### config.mk
export PLATFORM = sky130hd
export DESIGN_NAME = sha256_msg_feeder_flat
export DESIGN_NICKNAME = d
export VERILOG_FILES = /design/src/rtl/sha256_msg_feeder_if.sv /design/src/rtl/sha256_msg_feeder.sv /design/src/flat_wrapper.sv
export SDC_FILE = /design/constraint.sdc
export NUM_CORES = 1
export LEC_CHECK = 0
export ABC_AREA = 1
export CAP_MARGIN = 20
export CORE_AREA = 2 2 516 518
export DETAILED_ROUTE_END_ITERATION = 7
export DIE_AREA = 0 0 518 520
export HOLD_SLACK_MARGIN = 0.12
export PLACE_DENSITY = 0.41
export SLEW_MARGIN = 20
export SYNTH_ARGS = -nofsm -noshare
export SYNTH_HDL_FRONTEND = slang
export SYNTH_SLANG_ARGS = --single-unit
### constraint.sdc
create_clock -name clk -period 4 [get_ports clk]
set_input_delay 0.4 -clock clk [delete_from_list [all_inputs] [get_ports clk]]
set_output_delay 0.4 -clock clk [all_outputs]
set_load 0.03 [all_outputs]
### src/rtl/sha256_msg_feeder_if.sv
`default_nettype none
// ============================================================================
//  Module      : sha256_msg_feeder_if
//  Description : Bundle of the SHA-256 feeder's message-side and core-side
//                signals.
//                slave  : feeder side (sha256_msg_feeder)
//                master : environment side (message source + block core)
//  Signals     : msg_start, msg_len, in_valid, in_ready, in_data   (message)
//                blk_start, blk_data, h_chain, blk_done, blk_hash  (core)
//                digest, digest_valid                              (result)
//                blk_count (only with SHA256_FEEDER_CNT_EN)
//  Options     : SHA256_FEEDER_CNT_EN adds blk_count
//  Revision    : 1.0  initial release
// ============================================================================
interface sha256_msg_feeder_if #(
   parameter int LEN_W = 16
);
   logic                   msg_start;
   logic [LEN_W-1:0]       msg_len;
   logic                   in_valid;
   logic                   in_ready;
   logic [31:0]            in_data;
   logic                   blk_start;
   logic [0:15][31:0]      blk_data;
   logic [0:7][31:0]       h_chain;
   logic                   blk_done;
   logic [0:7][31:0]       blk_hash;
   logic [0:7][31:0]       digest;
   logic                   digest_valid;
`ifdef SHA256_FEEDER_CNT_EN
   logic [LEN_W-1:0]       blk_count;
`endif

   modport slave (
`ifdef SHA256_FEEDER_CNT_EN
      output blk_count,
`endif
      input  msg_start, msg_len, in_valid, in_data, blk_done, blk_hash,
      output in_ready, blk_start, blk_data, h_chain, digest, digest_valid
   );

   modport master (
`ifdef SHA256_FEEDER_CNT_EN
      input  blk_count,
`endif
      output msg_start, msg_len, in_valid, in_data, blk_done, blk_hash,
      input  in_ready, blk_start, blk_data, h_chain, digest, digest_valid
   );
endinterface
`default_nettype wire

### src/rtl/sha256_msg_feeder.sv
`default_nettype none
// ============================================================================
//  Module      : sha256_msg_feeder
//  Description : SHA-256 front end. Takes a word-aligned 32-bit message
//                stream, appends the 0x80000000 pad word, zero fill and the
//                64-bit bit length, issues 512-bit blocks to one block core,
//                chains each returned hash into the next h_init and holds the
//                final digest.
//  Ports       : clk      - clock, all logic on posedge
//                reset_n  - asynchronous active-low reset
//                bus      - sha256_msg_feeder_if.slave (message stream,
//                           core handshake, digest)
//  Options     : SHA256_FEEDER_CNT_EN adds bus.blk_count (blocks issued in
//                the current message)
//  Revision    : 1.0  initial release
// ============================================================================
module sha256_msg_feeder #(
   parameter int LEN_W = 16
) (
   input  wire logic             clk,
   input  wire logic             reset_n,
   sha256_msg_feeder_if.slave    bus
);

   typedef enum logic [2:0] {
      ST_IDLE  = 3'd0,
      ST_FILL  = 3'd1,
      ST_ISSUE = 3'd2,
      ST_WAIT  = 3'd3,
      ST_DONE  = 3'd4
   } state_t;

   localparam logic [0:7][31:0] C_IV = {
      32'h6a09e667, 32'hbb67ae85, 32'h3c6ef372, 32'ha54ff53a,
      32'h510e527f, 32'h9b05688c, 32'h1f83d9ab, 32'h5be0cd19
   };
   localparam logic [31:0] C_PAD_WORD = 32'h8000_0000;

   state_t              r_state;
   state_t              w_next;

   logic [LEN_W-1:0]    r_len;
   logic [LEN_W-1:0]    r_msg_idx;      // message words taken so far
   logic [3:0]          r_slot;         // slot within the block being filled
   logic                r_pad_done;     // pad word already placed
   logic                r_last;         // current block carries the length
   logic [0:15][31:0]   r_blk;
   logic [0:7][31:0]    r_h_chain;
   logic [0:7][31:0]    r_digest;
   logic                r_digest_valid;

   logic                w_in_ready;
   logic                w_write;
   logic [31:0]         w_word;
   logic                w_place_pad;
   logic                w_start_msg;
   logic                w_accept_done;
   logic [63:0]         w_bitlen;

   assign w_bitlen = {{(59-LEN_W){1'b0}}, r_len, 5'b00000};

   // ------------------------------------------------------------------
   // State register
   // ------------------------------------------------------------------
   always_ff @(posedge clk or negedge reset_n) begin
      if (!reset_n) begin
         r_state <= ST_IDLE;
      end else begin
         r_state <= w_next;
      end
   end

   // ------------------------------------------------------------------
   // Next state and per-cycle slot content
   // ------------------------------------------------------------------
   always_comb begin
      w_next        = r_state;
      w_in_ready    = 1'b0;
      w_write       = 1'b0;
      w_word        = 32'h0;
      w_place_pad   = 1'b0;
      w_start_msg   = 1'b0;
      w_accept_done = 1'b0;
      case (r_state)
         ST_IDLE, ST_DONE: begin
            if (bus.msg_start) begin
               w_start_msg = 1'b1;
               w_next      = ST_FILL;
            end
         end
         ST_FILL: begin
            if (r_msg_idx < r_len) begin
               // Message words: slot advances only on a handshake.
               w_in_ready = 1'b1;
               if (bus.in_valid) begin
                  w_write = 1'b1;
                  w_word  = bus.in_data;
               end
            end else if (!r_pad_done) begin
               w_write     = 1'b1;
               w_word      = C_PAD_WORD;
               w_place_pad = 1'b1;
            end else begin
               // Zero fill; the length block ends with the 64-bit bit count.
               w_write = 1'b1;
               if (r_last && (r_slot == 4'd14)) begin
                  w_word = w_bitlen[63:32];
               end else if (r_last && (r_slot == 4'd15)) begin
                  w_word = w_bitlen[31:0];
               end
            end
            if (w_write && (r_slot == 4'd15)) begin
               w_next = ST_ISSUE;
            end
         end
         ST_ISSUE: begin
            w_next = ST_WAIT;
         end
         ST_WAIT: begin
            if (bus.blk_done) begin
               w_accept_done = 1'b1;
               w_next        = r_last ? ST_DONE : ST_FILL;
            end
         end
         default: begin
            w_next = ST_IDLE;
         end
      endcase
   end

   // ------------------------------------------------------------------
   // Datapath
   // ------------------------------------------------------------------
   always_ff @(posedge clk or negedge reset_n) begin
      if (!reset_n) begin
         r_len          <= '0;
         r_msg_idx      <= '0;
         r_slot         <= 4'd0;
         r_pad_done     <= 1'b0;
         r_last         <= 1'b0;
         r_blk          <= '0;
         r_h_chain      <= '0;
         r_digest       <= '0;
         r_digest_valid <= 1'b0;
      end else begin
         if (w_start_msg) begin
            r_len          <= bus.msg_len;
            r_msg_idx      <= '0;
            r_slot         <= 4'd0;
            r_pad_done     <= 1'b0;
            r_last         <= 1'b0;
            r_h_chain      <= C_IV;
            r_digest_valid <= 1'b0;
         end
         if (w_write) begin
            r_blk[r_slot] <= w_word;
            r_slot        <= r_slot + 4'd1;   // wraps 15 -> 0 at block end
         end
         if (w_in_ready && bus.in_valid) begin
            r_msg_idx <= r_msg_idx + LEN_W'(1);
         end
         if (w_place_pad) begin
            r_pad_done <= 1'b1;
            // Pad in slot 13 or lower leaves slots 14/15 free for the
            // length; otherwise a further all-pad block carries it.
            if (r_slot <= 4'd13) begin
               r_last <= 1'b1;
            end
         end
         if (w_accept_done) begin
            r_h_chain <= bus.blk_hash;
            if (r_last) begin
               r_digest       <= bus.blk_hash;
               r_digest_valid <= 1'b1;
            end else begin
               // Pad already placed but no room for the length: the next
               // block is the final all-pad block.
               r_last <= r_pad_done;
            end
         end
      end
   end

`ifdef SHA256_FEEDER_CNT_EN
   logic [LEN_W-1:0] r_blk_count;

   always_ff @(posedge clk or negedge reset_n) begin
      if (!reset_n) begin
         r_blk_count <= '0;
      end else if (w_start_msg) begin
         r_blk_count <= '0;
      end else if (r_state == ST_ISSUE) begin
         r_blk_count <= r_blk_count + LEN_W'(1);
      end
   end

   assign bus.blk_count = r_blk_count;
`endif

   assign bus.in_ready     = w_in_ready;
   assign bus.blk_start    = (r_state == ST_ISSUE);
   assign bus.blk_data     = r_blk;
   assign bus.h_chain      = r_h_chain;
   assign bus.digest       = r_digest;
   assign bus.digest_valid = r_digest_valid;

endmodule
`default_nettype wire

### src/flat_wrapper.sv
// flat-port wrapper written by rule: the top's interface ports become plain ports
module sha256_msg_feeder_flat 
#(
   parameter int LEN_W = 16
)
  (clk, reset_n, bus_msg_start, bus_msg_len, bus_in_valid, bus_in_data, bus_blk_done, bus_blk_hash, bus_in_ready, bus_blk_start, bus_blk_data, bus_h_chain, bus_digest, bus_digest_valid);
  sha256_msg_feeder_if #(.LEN_W(LEN_W)) bus_i ();
  input  wire logic clk;
  input  wire logic reset_n;
  input wire logic [$bits(bus_i.msg_start)-1:0] bus_msg_start;
  input wire logic [$bits(bus_i.msg_len)-1:0] bus_msg_len;
  input wire logic [$bits(bus_i.in_valid)-1:0] bus_in_valid;
  input wire logic [$bits(bus_i.in_data)-1:0] bus_in_data;
  input wire logic [$bits(bus_i.blk_done)-1:0] bus_blk_done;
  input wire logic [$bits(bus_i.blk_hash)-1:0] bus_blk_hash;
  output wire logic [$bits(bus_i.in_ready)-1:0] bus_in_ready;
  output wire logic [$bits(bus_i.blk_start)-1:0] bus_blk_start;
  output wire logic [$bits(bus_i.blk_data)-1:0] bus_blk_data;
  output wire logic [$bits(bus_i.h_chain)-1:0] bus_h_chain;
  output wire logic [$bits(bus_i.digest)-1:0] bus_digest;
  output wire logic [$bits(bus_i.digest_valid)-1:0] bus_digest_valid;
  assign bus_i.msg_start = bus_msg_start;
  assign bus_i.msg_len = bus_msg_len;
  assign bus_i.in_valid = bus_in_valid;
  assign bus_i.in_data = bus_in_data;
  assign bus_i.blk_done = bus_blk_done;
  assign bus_i.blk_hash = bus_blk_hash;
  assign bus_in_ready = bus_i.in_ready;
  assign bus_blk_start = bus_i.blk_start;
  assign bus_blk_data = bus_i.blk_data;
  assign bus_h_chain = bus_i.h_chain;
  assign bus_digest = bus_i.digest;
  assign bus_digest_valid = bus_i.digest_valid;
  sha256_msg_feeder #(.LEN_W(LEN_W)) u_core (.clk(clk), .reset_n(reset_n), .bus(bus_i));
endmodule
# ---- Word level (Yosys, flattened, before mapping)
# Index checks and enable logic that the tools add are counted.
dict set report totals {
  in_bits 309
  wordCells 111
  reg_bits 1066
}
dict set report classes {
  n_bitwise 1
  order_cmp 4
  n_eq_ne 9
  reduce_logical 13
  add_sub_neg 2
  mux 43
}
# cell n
set op_table {}
lappend op_table {{$bwmux 512} 1}
lappend op_table {{$mux 256} 2}
lappend op_table {{$mux 32} 6}
lappend op_table {{$demux 32 s4} 1}
lappend op_table {{$mux 16} 2}
lappend op_table {{$mux 1} 23}
lappend op_table {{$mux 21} 1}
lappend op_table {{$add 16x1->16 const B} 1}
lappend op_table {{$lt 16x16->1} 1}
lappend op_table {{$mux 3} 4}
lappend op_table {{$pmux 3 s4} 1}
lappend op_table {{$eq 4x4->1 const B} 2}
lappend op_table {{$mux 4} 2}
lappend op_table {{$reduce_bool 2->1} 4}
lappend op_table {{$eq 3x2->1 const B} 2}
lappend op_table {{$ge 5x5->1 const B} 1}
lappend op_table {{$logic_and 1x1->1} 5}
lappend op_table {{$lt 5x1->1 const B} 1}
lappend op_table {{$not 4->5} 1}
lappend op_table {{$add 4x1->4 const B} 1}
lappend op_table {{$le 4x4->1 const B} 1}
lappend op_table {{$ne 2x2->1 const B} 2}
lappend op_table {{$eq 3x1->1 const B} 1}
lappend op_table {{$eq 3x3->1 const B} 1}
lappend op_table {{5 further kinds} 5}

# ---- Logic depth before layout (Yosys ltp)
dict set report depth {
  ltp_word 8
  mapped_depth 17
  depth_no_buf 15
}

# ---- Worst setup path after synthesis
# No wires, ideal clock.
dict set report synth_path {
  path_kind {register to register}
  startpoint {reg u_core.r_msg_idx[9]}
  endpoint {reg u_core.r_blk (netlist bit u_core.bus.blk_data[279])}
  required_time_ps 3926
  setup_slack_ps 1688
  stages_incl_launch_ff 15
  arrival_time_ps 2238
  path_cell_list {dfrtp_1 -> ha_1 -> nand2_1 -> inv_1 -> o21ai_1 -> a21oi_1 -> nor2_1 -> nand2_2 -> nor2_2 -> nand2_1 -> clkinv_2 -> buf_8 -> nand2_4 -> buf_6 -> o21ai_2}
}
dict set report synth_via {
  elab_chain_len 4
}
# element line_no
set synth_lines {}
lappend synth_lines {{start, declared} sha256_msg_feeder.sv:43} ;# logic [LEN_W-1:0] r_msg_idx;
lappend synth_lines {{start signal, assigned} sha256_msg_feeder.sv:160} ;# r_msg_idx <= r_msg_idx + LEN_W'(1);
lappend synth_lines {{$lt 16x16->1 *} sha256_msg_feeder.sv:92} ;# if (r_msg_idx < r_len) begin
lappend synth_lines {{$mux 32 / $mux 1 (equally long branches)} sha256_msg_feeder.sv:92}
lappend synth_lines {{$mux 32 / $mux 1 (equally long branches)} sha256_msg_feeder.sv:84} ;# case (r_state)
lappend synth_lines {{$bwmux 512 / $mux 1 (equally long branches)} {sha256_msg_feeder.sv:156, sha256_msg_feeder.sv:84}}
lappend synth_lines {{end signal, assigned by index} sha256_msg_feeder.sv:156} ;# r_blk[r_slot] <= w_word;
lappend synth_lines {{end, declared} sha256_msg_feeder.sv:47} ;# logic [0:15][31:0] r_blk;
# Mark *: on every way between the ends. The rest lies on a longest branch, timed or not. The select of a mux whose other input is x is not followed.
# A chain may end at the register's enable or synchronous reset.

# ---- Worst setup path after layout
dict set report layout_path {
  startpoint {reg u_core.r_msg_idx[9]}
  endpoint {out bus_in_ready}
}
dict set report layout_via {
  elab_chain_len 3
}
# element line_no
set layout_lines {}
lappend layout_lines {{$lt 16x16->1} sha256_msg_feeder.sv:92}
lappend layout_lines {{$mux 1} sha256_msg_feeder.sv:92}
lappend layout_lines {{$mux 1} sha256_msg_feeder.sv:84}
lappend layout_lines {{end, declared} flat_wrapper.sv:16} ;# output wire logic [$bits(bus_i.in_ready)-1:0] bus_in_ready;
# No other way between the ends.

==> results_dict.tcl <==
set metrics [dict create \
    synth.most_common_cell "dfrtp_1" \
    dieArea_um2 269000 \
    num-fill-cells 28700 \
    end_kind "primary output" \
    synth-simple-area-share_pct 11.8 \
    rsz0062_at_grt "false" \
    postCtsSetupRepairBufs 0 \
    finalCritPeriodShare_pct 85.6 \
    drc 0 \
    synth_fp_nets 4199 \
    grt_first_pass_wirelength_mm 284 \
    syn_inst 3869 \
    synth_compound_area_share_pct 14.0 \
    io_pins 1336 \
    worst_pin_slew_ns 1.04 \
    yosysTopAreaCellShare_pct 66.2 \
    start_util_pct 15.3 \
    track_usage_pct 14.8 \
    clk_latency_ns 0.79 \
    max_freq_mhz 292 \
    grt_overflow 0 \
    gp_congestion 0.804 \
    hpwl_mm 156 \
    clkTransAtPathRegs_ns 0.05 \
    p_per_area_nw_per_um2 808 \
    avgViaCountPerCell 3.76 \
    die_y_um 520 \
    synth_area_leaders "dfrtp_1, o21ai_0, nand2_1" \
    vdd_drop_max_uv 419 \
    maxCapViolations 0 \
    hold_viol_final 0 \
    synthFlopType "dfrtp_1" \
    final_nets 5520 \
    numCtsBuffers 142 \
    setup_viol 0 \
    vias 33200 \
    numPortBuffers 1335 \
    wl_per_cell_um 23.3 \
    finalWirelength_mm 206 \
    crit_type "reg2out" \
    synth_mux_area_share_pct 1.45 \
    synth_top_family_by_area "compound AO/OA/AOI/OAI gates" \
    rows 189 \
    period_minus_slack_ns 3.43 \
    drv_slew 0 \
    ant_nets 0 \
    cts_num_sinks 1066 \
    ys_ff_latch 1066 \
    clk_path_buf_depth 4 \
    drtIter0Drc 2329 \
    antenna_found_initial 36 \
    syn_area_um2 40300 \
    drive_above_1_share_pct 9.10 \
    hold_class "in2reg" \
    cellLeakagePower_nw 26.7 \
    outcome "complete, no violations" \
    area_growth_pct 55.2 \
    grt_max_degree 137 \
    fin_worst_skew_ns 0.0537 \
    coreArea_um2 264000 \
    synth_fa_ha_area_share_pct 0.652 \
    yosysTopAreaCell "dfrtp_1" \
    htreeDepth 4 \
    cp.required_ns 3.60 \
    yosysSeqAreaShare_pct 66.2 \
    place_worst_setup_slack_ns 0.760 \
    critical_path_arrival_ns 3.03 \
    dieWidth_um 518 \
    syn_area_per_cell_um2 10.4 \
    root_buffer "clkbuf_16" \
    synth_warnings 0 \
    synth_edf_count 0 \
    grt_pass1_vias 33200 \
    crit_fanout 5 \
    cts_tree "done" \
    synth.distinct_cells 39 \
    synth_xor_area_share_pct 0.130 \
    synth_common_cells "dfrtp_1, nand2_1, o21ai_0" \
    fin_tns_setup_ns 0 \
    async_flop_share_pct 100 \
    final.setup.worst_slack_ns 0.575 \
    worst_slew_margin_rel_pct 31.0 \
    start_kind "flip-flop" \
    drt-pass1-iter-count 5 \
]
==> critical path: stages (launching register included) <==
cell and delay (ns):
dfrtp_1 0.43, ha_1 0.33, nand2_1 0.08, inv_1 0.04, o21ai_1 0.11, a21oi_1 0.07
nor2_1 0.19, nand2_2 0.09, nor2_2 0.10, clkdlybuf4s50_1 0.82
==> report_power, final <==
group	switching [mW]	internal [mW]
registers	2.08	14.1
logic	14.1	7.51
clock network	5.01	7.72
total	21.2	29.3
==> per-layer routing <==
layer / vias to the layer above / global-route usage [%] / part of all wire, %
met2: 1359 / 25.5 / 49
met5: - / 0 / 0.070
met3: 242 / 4.46 / 7.8
li1: 15300 / - / -
met1: 16300 / 17.9 / 40
met4: 22 / 3.86 / 2.6
==> registers in the layout (all words and copies together) (netlist names) <==
signal / count
u_core.r_pad_done: 1
u_core.r_msg_idx: 16
u_core.bus.digest: 256
u_core.bus.h_chain: 256
u_core.r_state: 3
u_core.r_len: 16
u_core.r_last: 1
u_core.r_slot: 4
u_core.bus.digest_valid: 1
u_core.bus.blk_data: 512
==> final cells by class <==
type                       instances  area (um^2)  share of cell area, %
sequential                      1066        26700                   42.7
antenna                           13         32.5                 0.0520
clock inverter                    29          384                  0.614
timing repair buffer            1430        14500                   23.1
multi-input combinational       2284        11400                   18.2
clock buffer                     213         4190                   6.69
tap                             3533         4420                   7.07
inverter                         266         1020                   1.63
==> logic make-up after synthesis <==
family,count (synthesis)
buf+inv,519
fa+ha+maj,21
xor+xnor,6
simple gates,1178
flops,1066
compound gates,1027
mux,52
==> final timing paths <==
kind | endpoint | slack [ns] | startpoint | depth (start not counted)
setup / recovery | bus_in_ready | 0.57 | u_core.r_msg_idx[9]$_DFFE_PN0P_ | 9
min in group asynchronous | u_core.r_len[4]$_DFFE_PN0P_ | 0.36 | reset_n | 2
hold / removal | u_core.bus.h_chain[133]$_DFFE_PN0P_ | 0.21 | bus_blk_hash[133] | 3
max in group asynchronous | u_core.bus.h_chain[40]$_DFFE_PN0P_ | 2.35 | reset_n | 3
hold reg to reg | u_core.bus.blk_data[121]$_DFFE_PN0P_ | 0.48 | u_core.bus.blk_data[121]$_DFFE_PN0P_ | 2
setup reg to reg | u_core.bus.blk_data[164]$_DFFE_PN0P_ | 0.86 | u_core.r_msg_idx[7]$_DFFE_PN0P_ | 11
==> timing repair <==
action	in CTS	in global routing
endpoints found under the hold margin	48	0
hold buffers	15	0
gates resized for setup	0	0
==> placed cells by master (no fill, tap or decap), types with 5 or more instances in the layout <==
cell	netlist	routed
dfrtp_1	1066	1066
nor2_1	112	112
nand2_1	968	960
o22ai_1	5	5
nand3_1	42	39
nand2_2	11	15
clkinv_2	1	14
clkbuf_16	0	146
clkbuf_8	0	28
o21ai_1	55	55
clkdlybuf4s50_1	0	1334
a21oi_1	91	91
o21ai_2	80	80
mux2_2	52	52
o21ai_0	742	742
nand3_2	12	15
bufinv_16	0	8
dlygate4sd3_1	0	15
diode_2	0	13
nand2_4	17	21
clkbuf_1	104	39
buf_12	1	27
nor3_1	6	6
inv_1	258	257
buf_4	17	53
o22a_1	52	52
ha_1	21	21
==> through the flow <==
stage | utilization, % | cell area, um^2 | total power, mW | hold slack, ns | instances
2_1_floorplan | - | 40300 | 26.9 | 0.104 | 3869
3_3_place_gp | 21.9 | 57800 | 38.4 | 0.465 | 8564
3_5_place_dp | 21.9 | 57800 | 38.5 | 0.467 | 8564
4_1_cts | 23.7 | 62500 | 51.6 | 0.121 | 8821
5_1_grt | 23.7 | 62500 | 53.2 | 0.170 | 8824
6_report | 23.7 | 62500 | 50.5 | 0.215 | 8834
(Power assumes the default switching activity.)
